==> config.mk <==
export PLATFORM = sky130hd
export DESIGN_NAME = seg7_scan
export DESIGN_NICKNAME = d
export VERILOG_FILES = /design/src/rtl/seg7_scan_pkg.sv /design/src/rtl/seg7_scan_decode.sv /design/src/rtl/seg7_scan.sv
export SDC_FILE = /design/constraint.sdc
export NUM_CORES = 1
export LEC_CHECK = 0
export ABC_AREA = 1
export BUFFER_PORTS_ARGS = -buffer_cell sky130_fd_sc_hd__buf_2
export CORE_MARGIN = 3
export CORE_UTILIZATION = 25
export DETAILED_ROUTE_END_ITERATION = 16
export GPL_TIMING_DRIVEN = 0
export MAX_ROUTING_LAYER = met4
export PLACE_DENSITY = 0.53
export SYNTH_ARGS = -nofsm -noshare
export SYNTH_HDL_FRONTEND = slang
export SYNTH_HIERARCHICAL = 1
export SYNTH_SLANG_ARGS = --single-unit
==> constraint.sdc <==
create_clock -name clk_in -period 5.2 [get_ports clk_in]
set_input_delay 1.04 -clock clk_in [delete_from_list [all_inputs] [get_ports clk_in]]
set_output_delay 1.04 -clock clk_in [all_outputs]
set_load 0.02 [all_outputs]
==> src/rtl/seg7_scan_pkg.sv <==
// -----------------------------------------------------------------------------
// seg7_scan_pkg
// Shared definitions for the seg7_scan display driver:
//   - scan_state_t : scan FSM states (SHOW = digit lit, BLANK = all anodes off)
//   - SEG_0..SEG_F : active-low segment codes, bit order {g,f,e,d,c,b,a}
//   - SEG_OFF      : all segments dark
//   - maxInt()     : elaboration-time helper for sizing counters
// -----------------------------------------------------------------------------
package seg7_scan_pkg;

  typedef enum logic {
    SHOW  = 1'b0,
    BLANK = 1'b1
  } scan_state_t;

  localparam logic [6:0] SEG_0   = 7'b1000000;
  localparam logic [6:0] SEG_1   = 7'b1111001;
  localparam logic [6:0] SEG_2   = 7'b0100100;
  localparam logic [6:0] SEG_3   = 7'b0110000;
  localparam logic [6:0] SEG_4   = 7'b0011001;
  localparam logic [6:0] SEG_5   = 7'b0010010;
  localparam logic [6:0] SEG_6   = 7'b0000010;
  localparam logic [6:0] SEG_7   = 7'b1111000;
  localparam logic [6:0] SEG_8   = 7'b0000000;
  localparam logic [6:0] SEG_9   = 7'b0010000;
  localparam logic [6:0] SEG_A   = 7'b0001000;
  localparam logic [6:0] SEG_B   = 7'b0000011;
  localparam logic [6:0] SEG_C   = 7'b1000110;
  localparam logic [6:0] SEG_D   = 7'b0100001;
  localparam logic [6:0] SEG_E   = 7'b0000110;
  localparam logic [6:0] SEG_F   = 7'b0001110;
  localparam logic [6:0] SEG_OFF = 7'h7F;

  function automatic int maxInt(input int a, input int b);
    return (a > b) ? a : b;
  endfunction

endpackage

==> src/rtl/seg7_scan_decode.sv <==
// -----------------------------------------------------------------------------
// seg7_scan_decode
// Combinational hex nibble to active-low 7-segment pattern.
// Ports:
//   i_nibble [3:0] : value 0-F to display
//   o_seg    [6:0] : cathodes, active-low, {g,f,e,d,c,b,a}
// -----------------------------------------------------------------------------
module seg7_scan_decode
  import seg7_scan_pkg::*;
(
  input  logic [3:0] i_nibble,
  output logic [6:0] o_seg
);

  always_comb begin
    o_seg = SEG_OFF;
    case (i_nibble)
      4'h0: o_seg = SEG_0;
      4'h1: o_seg = SEG_1;
      4'h2: o_seg = SEG_2;
      4'h3: o_seg = SEG_3;
      4'h4: o_seg = SEG_4;
      4'h5: o_seg = SEG_5;
      4'h6: o_seg = SEG_6;
      4'h7: o_seg = SEG_7;
      4'h8: o_seg = SEG_8;
      4'h9: o_seg = SEG_9;
      4'hA: o_seg = SEG_A;
      4'hB: o_seg = SEG_B;
      4'hC: o_seg = SEG_C;
      4'hD: o_seg = SEG_D;
      4'hE: o_seg = SEG_E;
      4'hF: o_seg = SEG_F;
      default: o_seg = SEG_OFF;
    endcase
  end

endmodule

==> src/rtl/seg7_scan.sv <==
// -----------------------------------------------------------------------------
// seg7_scan
// Time-multiplexed driver for a common-anode 7-segment display. Each digit is
// lit for HOLD_TICKS scan_ticks, followed by DEAD_TICKS scan_ticks with all
// anodes off. New values are staged by 'load' and only reach the display at a
// frame boundary so a frame never mixes old and new digits.
// Optional feature macro: SEG_BLINK_EN (blink digits selected by blink_mask,
// phase toggled by blink_tick). Without it those two inputs are ignored.
// Ports:
//   clk_in, rst        : clock, synchronous active-high reset
//   scan_tick          : 1-cycle refresh enable; all slot timing counts these
//   load, value, dp_in : stage a new value / decimal points
//   blink_mask/_tick   : blink control (SEG_BLINK_EN only)
//   an, seg, dp        : active-low anodes, cathodes {g..a}, decimal point
//   frame_done         : 1-cycle pulse when the scan wraps to digit 0
// -----------------------------------------------------------------------------
module seg7_scan
  import seg7_scan_pkg::*;
#(
  parameter int NUM_DIGITS = 4,
  parameter int HOLD_TICKS = 3,
  parameter int DEAD_TICKS = 1
)
(
  input  logic                    clk_in,
  input  logic                    rst,
  input  logic                    scan_tick,
  input  logic                    load,
  input  logic [4*NUM_DIGITS-1:0] value,
  input  logic [NUM_DIGITS-1:0]   dp_in,
  input  logic [NUM_DIGITS-1:0]   blink_mask,
  input  logic                    blink_tick,
  output logic [NUM_DIGITS-1:0]   an,
  output logic [6:0]              seg,
  output logic                    dp,
  output logic                    frame_done
);

  localparam int TW = $clog2(maxInt(HOLD_TICKS, DEAD_TICKS) + 1);
  localparam int DW = $clog2(NUM_DIGITS);
  localparam logic [TW-1:0] HOLD_LAST  = TW'(HOLD_TICKS - 1);
  localparam logic [TW-1:0] DEAD_LAST  = TW'((DEAD_TICKS > 0) ? DEAD_TICKS - 1 : 0);
  localparam logic [DW-1:0] DIGIT_LAST = DW'(NUM_DIGITS - 1);
  localparam bit            NO_GAP     = (DEAD_TICKS == 0);

  scan_state_t               r_state;
  logic [TW-1:0]             r_tickCnt;
  logic [DW-1:0]             r_digit;
  logic [4*NUM_DIGITS-1:0]   r_stageVal;
  logic [NUM_DIGITS-1:0]     r_stageDp;
  logic [4*NUM_DIGITS-1:0]   r_dispVal;
  logic [NUM_DIGITS-1:0]     r_dispDp;
  logic [NUM_DIGITS-1:0]     r_an;
  logic [6:0]                r_seg;
  logic                      r_dp;
  logic                      r_frameDone;

  logic                      w_holdDone;
  logic                      w_deadDone;
  logic                      w_advance;
  logic                      w_wrap;
  logic [NUM_DIGITS-1:0]     w_digitSel;
  logic [NUM_DIGITS-1:0]     w_blinkOff;
  logic [3:0]                w_nibble;
  logic [6:0]                w_segDec;

  assign w_holdDone = scan_tick && (r_state == SHOW)  && (r_tickCnt == HOLD_LAST);
  assign w_deadDone = scan_tick && (r_state == BLANK) && (r_tickCnt == DEAD_LAST);
  // With no blank gap the digit advances straight out of SHOW.
  assign w_advance  = (w_holdDone && NO_GAP) || w_deadDone;
  assign w_wrap     = w_advance && (r_digit == DIGIT_LAST);

  assign w_digitSel = NUM_DIGITS'(1) << r_digit;
  assign w_nibble   = r_dispVal[4*r_digit +: 4];

  seg7_scan_decode u_decode (
    .i_nibble (w_nibble),
    .o_seg    (w_segDec)
  );

`ifdef SEG_BLINK_EN
  logic r_phase;

  always_ff @(posedge clk_in) begin
    if (rst) begin
      r_phase <= 1'b0;
    end else if (blink_tick) begin
      r_phase <= ~r_phase;
    end
  end

  // Blinked digits keep their slot but the anode stays off during phase 1.
  assign w_blinkOff = r_phase ? (blink_mask & w_digitSel) : '0;
`else
  logic w_unused_blink;
  assign w_unused_blink = ^{blink_mask, blink_tick};
  assign w_blinkOff     = '0;
`endif

  // Scan sequencing, staging and frame-boundary display update.
  // A load coinciding with the wrap bypasses staging so it shows at once.
  always_ff @(posedge clk_in) begin
    if (rst) begin
      r_state    <= SHOW;
      r_tickCnt  <= '0;
      r_digit    <= '0;
      r_stageVal <= '0;
      r_stageDp  <= '0;
      r_dispVal  <= '0;
      r_dispDp   <= '0;
    end else begin
      if (load) begin
        r_stageVal <= value;
        r_stageDp  <= dp_in;
      end
      if (w_wrap) begin
        r_dispVal <= load ? value : r_stageVal;
        r_dispDp  <= load ? dp_in : r_stageDp;
      end
      if (scan_tick) begin
        case (r_state)
          SHOW: begin
            if (r_tickCnt == HOLD_LAST) begin
              r_tickCnt <= '0;
              if (!NO_GAP) r_state <= BLANK;
            end else begin
              r_tickCnt <= r_tickCnt + TW'(1);
            end
          end
          BLANK: begin
            if (r_tickCnt == DEAD_LAST) begin
              r_tickCnt <= '0;
              r_state   <= SHOW;
            end else begin
              r_tickCnt <= r_tickCnt + TW'(1);
            end
          end
          default: r_state <= SHOW;
        endcase
      end
      if (w_advance) begin
        r_digit <= w_wrap ? '0 : r_digit + DW'(1);
      end
    end
  end

  // Registered pin drivers: one clk_in behind the scan state.
  always_ff @(posedge clk_in) begin
    if (rst) begin
      r_an        <= '1;
      r_seg       <= SEG_OFF;
      r_dp        <= 1'b1;
      r_frameDone <= 1'b0;
    end else begin
      r_frameDone <= w_wrap;
      if (r_state == SHOW) begin
        r_an  <= ~w_digitSel | w_blinkOff;
        r_seg <= w_segDec;
        r_dp  <= ~r_dispDp[r_digit];
      end else begin
        r_an  <= '1;
        r_seg <= SEG_OFF;
        r_dp  <= 1'b1;
      end
    end
  end

  assign an         = r_an;
  assign seg        = r_seg;
  assign dp         = r_dp;
  assign frame_done = r_frameDone;

endmodule

Word level (Yosys, flattened, before mapping)
Memories as Yosys holds them, arrays and structs flattened. A register that Yosys moved wholly into a read port is not among the register bits.
Index checks and enable logic that the tools add are counted.
{"block": "op_classes", "addsub": 2, "order_cmp": 1, "eq_ne": 2, "shift": 2, "mux": 11, "n_bitwise": 3, "reduce_logical": 5}
{"operator": "16-bit two-way mux", "count": 1}
{"operator": "16-bit by 5-bit variable part select with 4-bit output", "count": 1}
{"operator": "2-bit two-way mux", "count": 3}
{"operator": "2-bit by 1-bit adder with 2-bit output (second input constant)", "count": 2}
{"operator": "2-bit equality test (second input constant)", "count": 2}
{"operator": "4-bit two-way mux", "count": 1}
{"operator": "4-bit inverter", "count": 1}
{"operator": "2-bit case mux with 2 select lines", "count": 1}
{"operator": "1-bit by 2-bit left shift with 4-bit output (first input constant)", "count": 1}
{"operator": "1-bit logical AND", "count": 3}
{"operator": "2-bit by 3-bit < comparator with 1-bit output (second input constant)", "count": 1}
{"operator": "1-bit two-way mux", "count": 3}
{"operator": "1-bit binary-select mux with 2-bit select", "count": 1}
{"operator": "2-bit zero test", "count": 1}
{"operator": "1-bit inverter", "count": 2}
{"operator": "1-bit case mux with 2 select lines", "count": 1}
{"operator": "2-bit OR reduction", "count": 1}
{"block": "totals", "ff_bits": 51, "romBits": 112, "in_bits": 29, "out_inout_bits": 13, "word_cells": 37, "memories": 1}
{"name": "(no name shown)", "depth": 16, "width": 7, "rd": 1, "rd_clocked_by_memory_dff": 1, "write_ports": 0, "line_no": "seg7_scan_decode.sv:17", "source": "case (i_nibble)"}

Logic depth before layout (Yosys ltp)
Gate-level depths: netlist of run 1.
{"block": "depth", "word_depth": 4, "ltp_mapped": 12, "mapped_depth_nobuf": 11}

Modules after synthesis
Netlist of run 1, hierarchy kept.
{"mod": "seg7_scan", "instances": 1, "cells_per_inst": 356, "area_each_um2": 2442.3, "seq_area_each_um2": 1161.1}
{"mod": "seg7_scan_decode", "instances": 1, "cells_per_inst": 49, "area_each_um2": 274.0, "seq_area_each_um2": 0.0}

Worst setup path after synthesis of run 1
No wires, ideal clock.
{"block": "synth_path", "path_kind": "register -> register", "from": "reg r_digit[0]", "to": "reg r_seg[3] (netlist: seg[3])", "setup_time_ps": 129, "t_arrival_ps": 1787, "t_required_ps": 5071, "path_slack_ps": 3283, "stages_incl_launch_ff": 12, "n_path_buf": 1, "period_less_slack_ps": 1917, "cell_sequence": "dfxtp_1 -> inv_1 -> clkbuf_1 -> nor2_1 -> o22ai_1 -> inv_1 -> ha_1 -> nand2_1 -> nand3_1 -> nand2_1 -> inv_1 -> nand2_1"}
{"block": "synth_between", "elab_chain_len": 1}
{"element": "start, declared", "line_no": "seg7_scan.sv:48", "source": "logic [DW-1:0] r_digit;"}
{"element": "start signal, assigned", "line_no": "seg7_scan.sv:142", "source": "r_digit <= w_wrap ? '0 : r_digit + DW'(1);"}
{"element": "16-bit by 5-bit variable part select with 4-bit output", "line_no": "seg7_scan.sv:74", "source": "assign w_nibble = r_dispVal[4*r_digit +: 4];"}
{"element": "net w_nibble[1]", "line_no": "seg7_scan.sv:64", "source": "logic [3:0] w_nibble;"}
{"element": "end, declared", "line_no": "seg7_scan.sv:54", "source": "logic [6:0] r_seg;"}
The timed path passes the listed nets, and every way through them passes these cells.
A chain may end at the register's enable or synchronous reset.

Worst setup path after layout of run 1
{"block": "layout_path", "from": "reg r_digit[0]", "to": "reg r_seg[0] (netlist: seg[0])"}
The elaborated chain is that of the path after synthesis.

==> results of run 1 <==
-- routing by layer --
layer / global-route usage [%] / routed length (um) / part of all wire [%]
met1: 12.91 / 2797 / 50
met3: 3.727 / 316 / 5.7
met4: 4.046 / 81 / 1.5
met2: 15.34 / 2384 / 43
met5: - / 0 / 0
-- area by class of cell --
class,instances,area [um^2],share of cell area [%]
clock inverters,5,77.57,2.361
flip-flops and latches,58,1161,35.34
well taps,136,170.2,5.179
multi-input cells,266,1212,36.90
inverters,64,240.2,7.311
clock buffers,11,141.4,4.303
plain buffers,17,102.6,3.123
repair buffers,36,180.2,5.484
-- state kept, by name, summed over array words and instances, names as in the netlist, named ones only --
signal      flops
r_dispVal      16
r_stageVal     16
seg             7
an              4
r_dispDp        4
r_stageDp       4
r_digit         2
r_tickCnt       2
dp              1
frame_done      1
-- synth_stat cells --
master	count	area [um^2]
buf_1	3	11.26
o211ai_1	2	15.01
ha_1	14	175.2
nand3_1	15	75.07
nor2_1	70	262.8
a21oi_1	3	15.01
o21ai_1	2	10.01
nor2_8	1	20.02
inv_1	61	229.0
nor3_1	1	5.000
o21ai_2	1	8.760
nand3_4	1	17.52
buf_2	1	5.000
inv_2	2	7.510
clkinv_1	1	3.750
o21ai_0	10	50.05
clkbuf_1	8	30.03
o22ai_1	4	25.02
buf_6	5	56.30
dfxtp_1	58	1161
nand2_1	142	533.0
-- kinds of logic (layout without fill, tap and decap cells) --
| group | count (synthesis) | after routing |
|---|---|---|
| AND/OR/NAND/NOR | 230 | 230 |
| buffers and inverters | 81 | 133 |
| adder cells (fa/ha/maj) | 14 | 14 |
| flip-flops | 58 | 58 |
| AO/OA/AOI/OAI | 22 | 22 |
-- how the worst min path moves through the flow --
stage                              from       endpoint  slack, ps  cells after the start
after floorplan           r_dispVal[10]  r_dispVal[10]        450                      2
after global placement      r_dispDp[3]    r_dispDp[3]        470                      2
after detailed placement   r_dispVal[4]   r_dispVal[4]        470                      2
after CTS                  r_dispVal[4]   r_dispVal[4]        480                      2
after global routing       r_dispVal[4]   r_dispVal[4]        510                      2
final                      r_dispVal[4]   r_dispVal[4]        480                      2
-- stage by stage --
| step | setup slack, ps | std cells | cell area, um^2 |
|---|---|---|---|
| after floorplan | 3283 | 405 | 2716 |
| after global placement | 2924 | 577 | 3067 |
| after detailed placement | 2902 | 577 | 3067 |
| after CTS | 2889 | 593 | 3286 |
| after global routing | 2550 | 593 | 3286 |
| final | 2865 | 593 | 3286 |
-- where the power goes --
| group | internal, mW | total (mW) | switching, mW |
|---|---|---|---|
| clock | 0.281 | 0.459 | 0.178 |
| combinational | 0.0418 | 0.119 | 0.0773 |
| sequential | 0.465 | 0.473 | 0.00734 |
| total | 0.788 | 1.05 | 0.263 |
-- worst max-delay path: cells and delay by family, from the launching register on --
| family | cells | cell delay (ps) |
|---|---|---|
| buffers and inverters | 5 | 840 |
| DFF | 1 | 340 |
| and+or+nand+nor | 5 | 340 |
| AOI/OAI and AO/OA | 1 | 460 |
| adders and majority gates | 1 | 230 |
==> flow_summary.toml, run 1 <==
[status]
status = "finished, final reports clean"

[timing]
maxSlewViolCount = 0
rsz0062_at_grt = "false"
fin_crit_sh_pct = 44.91
fin_skew_ps = 11.04
period_needed_ps = 2335
fin_setup_tns_ps = 0
finalHoldViolCount = 0
worst_slew_pin_slew_ps = 522.6
fin_hold_ws_ps = 479.0
maxSlewHeadroom_pct = 65.16
fmax_mhz = 428.2
setup-violations-final = 0

[critical_path]
r2r-end = "seg[0]"
crit_required_ps = 5410
r2r_slack_ps = 2860
cp_slowest_cell = "o22ai_1"
endpoint = "seg[0]"
path_class = "flip-flop to flip-flop"
r2r_start = "r_digit[0]"
crit_fanout = 11
cp-startpoint = "r_digit[0]"
cp_slowest_stage_delay_ps = 460
crit_path_frequent_cell = "inv_1"
reg2reg_depth = 12
path_cells = "inv_1, clkbuf_1, nor2_1, o22ai_1, inv_1, ha_1, inv_1, nand2_1, nand3_1, nand2_1, inv_1, nand2_1"
arrival_ps = 2540
cp-start-kind = "flip-flop"
end_kind = "flip-flop"

[floorplanning]
io_pins = 42
row_count = 37
fp.dieW_um = 110.2
coreArea_um2 = 10460
die-area_um2 = 12150
initial_utilization_pct = 25.96
die_y_um = 110.2

[placed_design]
hpwl_um = 4285
placement.io_buffers = 36
finalWeightedCongestion = 0.7845

[detailed_routing]
vias = 2321
routed_wl_um = 5579
ant_nets = 0
viasPerCell = 3.914
drtIter0Drc = 75
drcViolationCount = 0
drt_pass1_iterations = 4
wire_per_inst_um = 9.408

[grt]
antenna_found_initial = 0
overflow = 0
gr-usage-all-layers_pct = 10.37
grt_max_degree = 12
grt_pass1_vias = 2126
grt_pass1_wl_um = 9446

[logic_synthesis]
synth_xor_area_share_pct = 0
synth_compound_area_share_pct = 4.560
yosys_register_bits = 58
muxShareOfSynthArea_pct = 0
synth_fa_ha_area_share_pct = 6.449
synthCells = 405
ys_types = 21
syn_nets = 448
synth_top_family_by_area = "simple AND/OR/NAND/NOR gates"
syn-cell-area_um2 = 2716
ys_seq_area_share_pct = 42.75
yosysWarnings = 6
syn_area_per_cell_um2 = 6.707
yosys.area_share.simple_pct = 33.63

[power_and_ir_drop]
power.density_nw_per_um2 = 319.9
vdd_ir_drop_max_uv = 121.6
power.leakage_nw = 1.663
p_total_mw = 1.051

[layout]
fillCellCount = 1208
drive_gt1_share_pct = 13.57
nets = 495
final_common_cell = "nand2_1"
syn2layout_area_growth_pct = 20.96
num_antenna_cells = 0
final_cell_mix = "nand2_1 (142), nor2_1 (70), inv_1 (61)"
utilization_pct = 31.40

[cts]
cts-resized-gates = 0
clk-insertion-delay-late_ps = 340
numCtsBuffers = 9
cts.sinks = 58
clk_pin_slew_ps = 70
clock_path_buffers = 2
ctsHoldBuffers = 0
cts_tree = "yes"
postCtsSetupBuffers = 0
root_buffer = "clkbuf_8"
htreeDepth = 3

[run]
max_cap_violations = 0

[worst_hold_path]
hold_path.class = "flip-flop to flip-flop"
No activity file was read; power rests on OpenSTA's default activity.
==> run 2: changes to the inputs <==
Clock period 5.2 ns to 2.3 ns, I/O delays scaled along.
==> run 2 against run 1 <==
Die area is the same. Combinational power up 130%. Setup slack got worse by 2500 ps. Hold slack got worse by 100 ps. Global-route usage hardly changed. Wire length down 0.61%. Utilization grew 0.14 points. Critical path type unchanged. Critical endpoint unchanged. Largest power group unchanged.
==> flow_summary.toml, run 2 (synthesis gave the netlist of run 1 again) <==
[status]
status = "finished, final reports clean"

[critical_path]
crit_required_ps = 2510
end_kind = "flip-flop"
reg2reg_depth = 12
path_class = "flip-flop to flip-flop"
cp_slowest_stage_delay_ps = 340
r2r-end = "seg[0]"
arrival_ps = 2180
crit_path_frequent_cell = "inv_1"
cp-start-kind = "flip-flop"
r2r_slack_ps = 330
r2r_start = "r_digit[0]"
cp_slowest_cell = "dfxtp_1"
crit_fanout = 11
cp-startpoint = "r_digit[0]"
endpoint = "seg[0]"
path_cells = "inv_1, clkbuf_2, nor2_1, o22ai_2, inv_1, ha_1, inv_1, nand2_1, nand3_1, nand2_1, inv_1, nand2_1"

[layout]
nets = 495
num_antenna_cells = 0
utilization_pct = 31.55
final_cell_mix = "nand2_1 (142), nor2_1 (70), inv_1 (61)"
multi_input_area_um2 = 1225
drive_gt1_share_pct = 14.44
regArea_um2 = 1161
fillCellCount = 1205
fin_area_um2 = 3301
final_common_cell = "nand2_1"
syn2layout_area_growth_pct = 21.51
fin_cells = 593

[placed_design]
placement.io_buffers = 36
place_ws_ps = 2.330
dp_cells = 577
postPlaceCellArea_um2 = 3067
finalWeightedCongestion = 0.7845
hpwl_um = 4285

[detailed_routing]
drcViolationCount = 0
ant_nets = 0
vias = 2306
drt_pass1_iterations = 4
met3WireLength_um = 313
met2_length_um = 2377
wire_per_inst_um = 9.351
viasPerCell = 3.889
top_layer = "met4"
wl_met1_um = 2775
drtIter0Drc = 73
routed_wl_um = 5545

[floorplanning]
die_y_um = 110.2
coreArea_um2 = 10460
die-area_um2 = 12150
fp.dieW_um = 110.2
row_count = 37
io_pins = 42
initial_utilization_pct = 25.96

[cts]
cts.sinks = 58
clk_pin_slew_ps = 70
root_buffer = "clkbuf_8"
ctsHoldBuffers = 0
numCtsBuffers = 9
clk-insertion-delay-late_ps = 340
htreeDepth = 3
cts_tree = "yes"
clock_path_buffers = 2

[worst_hold_path]
hold_path.class = "primary input to flip-flop"

[timing]
fmax_mhz = 508.6
fin_setup_tns_ps = 0
fin_hold_ws_ps = 374.1
maxSlewHeadroom_pct = 66.62
worst_slew_pin_slew_ps = 500.7
fin_skew_ps = 10.05
finalWorstSetupSlack_ps = 333.9
period_needed_ps = 1966
finalHoldViolCount = 0
setup-violations-final = 0
fin_crit_sh_pct = 85.48
maxSlewViolCount = 0
rsz0062_at_grt = "false"

[power_and_ir_drop]
p_total_mw = 2.376
p_comb_share_pct = 11.4
p_int_mw = 1.784
pwr-share-seq_pct = 45.0
power.leakage_nw = 1.674
vdd_ir_drop_max_uv = 275.1
p_clk_share_pct = 43.6
power.density_nw_per_um2 = 720.0
switchingPower_mw = 0.5927
netSwitchingFraction_pct = 24.94

[grt]
grt_pass1_vias = 2123
gr-usage-all-layers_pct = 10.38
grt_pass1_wl_um = 9459
antenna_found_initial = 0
overflow = 0
grt_max_degree = 12

[run]
max_cap_violations = 0
==> run 2: worst min-delay path by stage <==
stage	slack, ps	depth (start not counted)	end	from
final	370	2	frame_done	rst
after floorplan	450	2	r_dispVal[10]	r_dispVal[10]
after global placement	470	2	r_dispDp[3]	r_dispDp[3]
after detailed placement	470	2	r_dispVal[4]	r_dispVal[4]
after global routing	380	2	frame_done	rst
after CTS	360	2	frame_done	rst
==> run 2: layer usage <==
layer,vias to the layer above,track usage [%]
met5,-,-
met4,0,4.046
met3,6,3.727
met2,48,15.29
met1,962,12.98
li1,1290,-
==> run 2: power by group through the flow <==
stage | Sequential (mW) | Combinational, mW | Clock (mW)
CTS | 1.07 | 0.273 | 1.07
global route | 1.07 | 0.316 | 1.11
detailed placement | 1.09 | 0.271 | 0
global placement | 1.09 | 0.266 | 0
finish | 1.07 | 0.271 | 1.04
floorplan | 1.11 | 0.168 | 0
==> run 2: final cells by class <==
type | count | share of cell area, %
Multi-Input combinational cell | 266 | 37.11
Sequential cell | 58 | 35.18
Inverter | 64 | 7.278
Timing Repair Buffer | 36 | 5.459
Tap cell | 136 | 5.155
Clock buffer | 11 | 4.284
Buffer | 17 | 3.184
Clock inverter | 5 | 2.350
==> run 2: worst max-delay path: cells and delay by family (launching register included) <==
kind | cells | cell delay (ps)
buffers and inverters | 5 | 640
DFF | 1 | 340
and+or+nand+nor | 5 | 340
AOI/OAI and AO/OA | 1 | 300
adders and majority gates | 1 | 200
==> run 2: repair_timing <==
| action | in CTS | in global routing |
|---|---|---|
| setup endpoints to repair | 2 | 7 |
| buffers inserted | 0 | 0 |
| resized for setup | 1 | 5 |
| gates cloned | 0 | 0 |
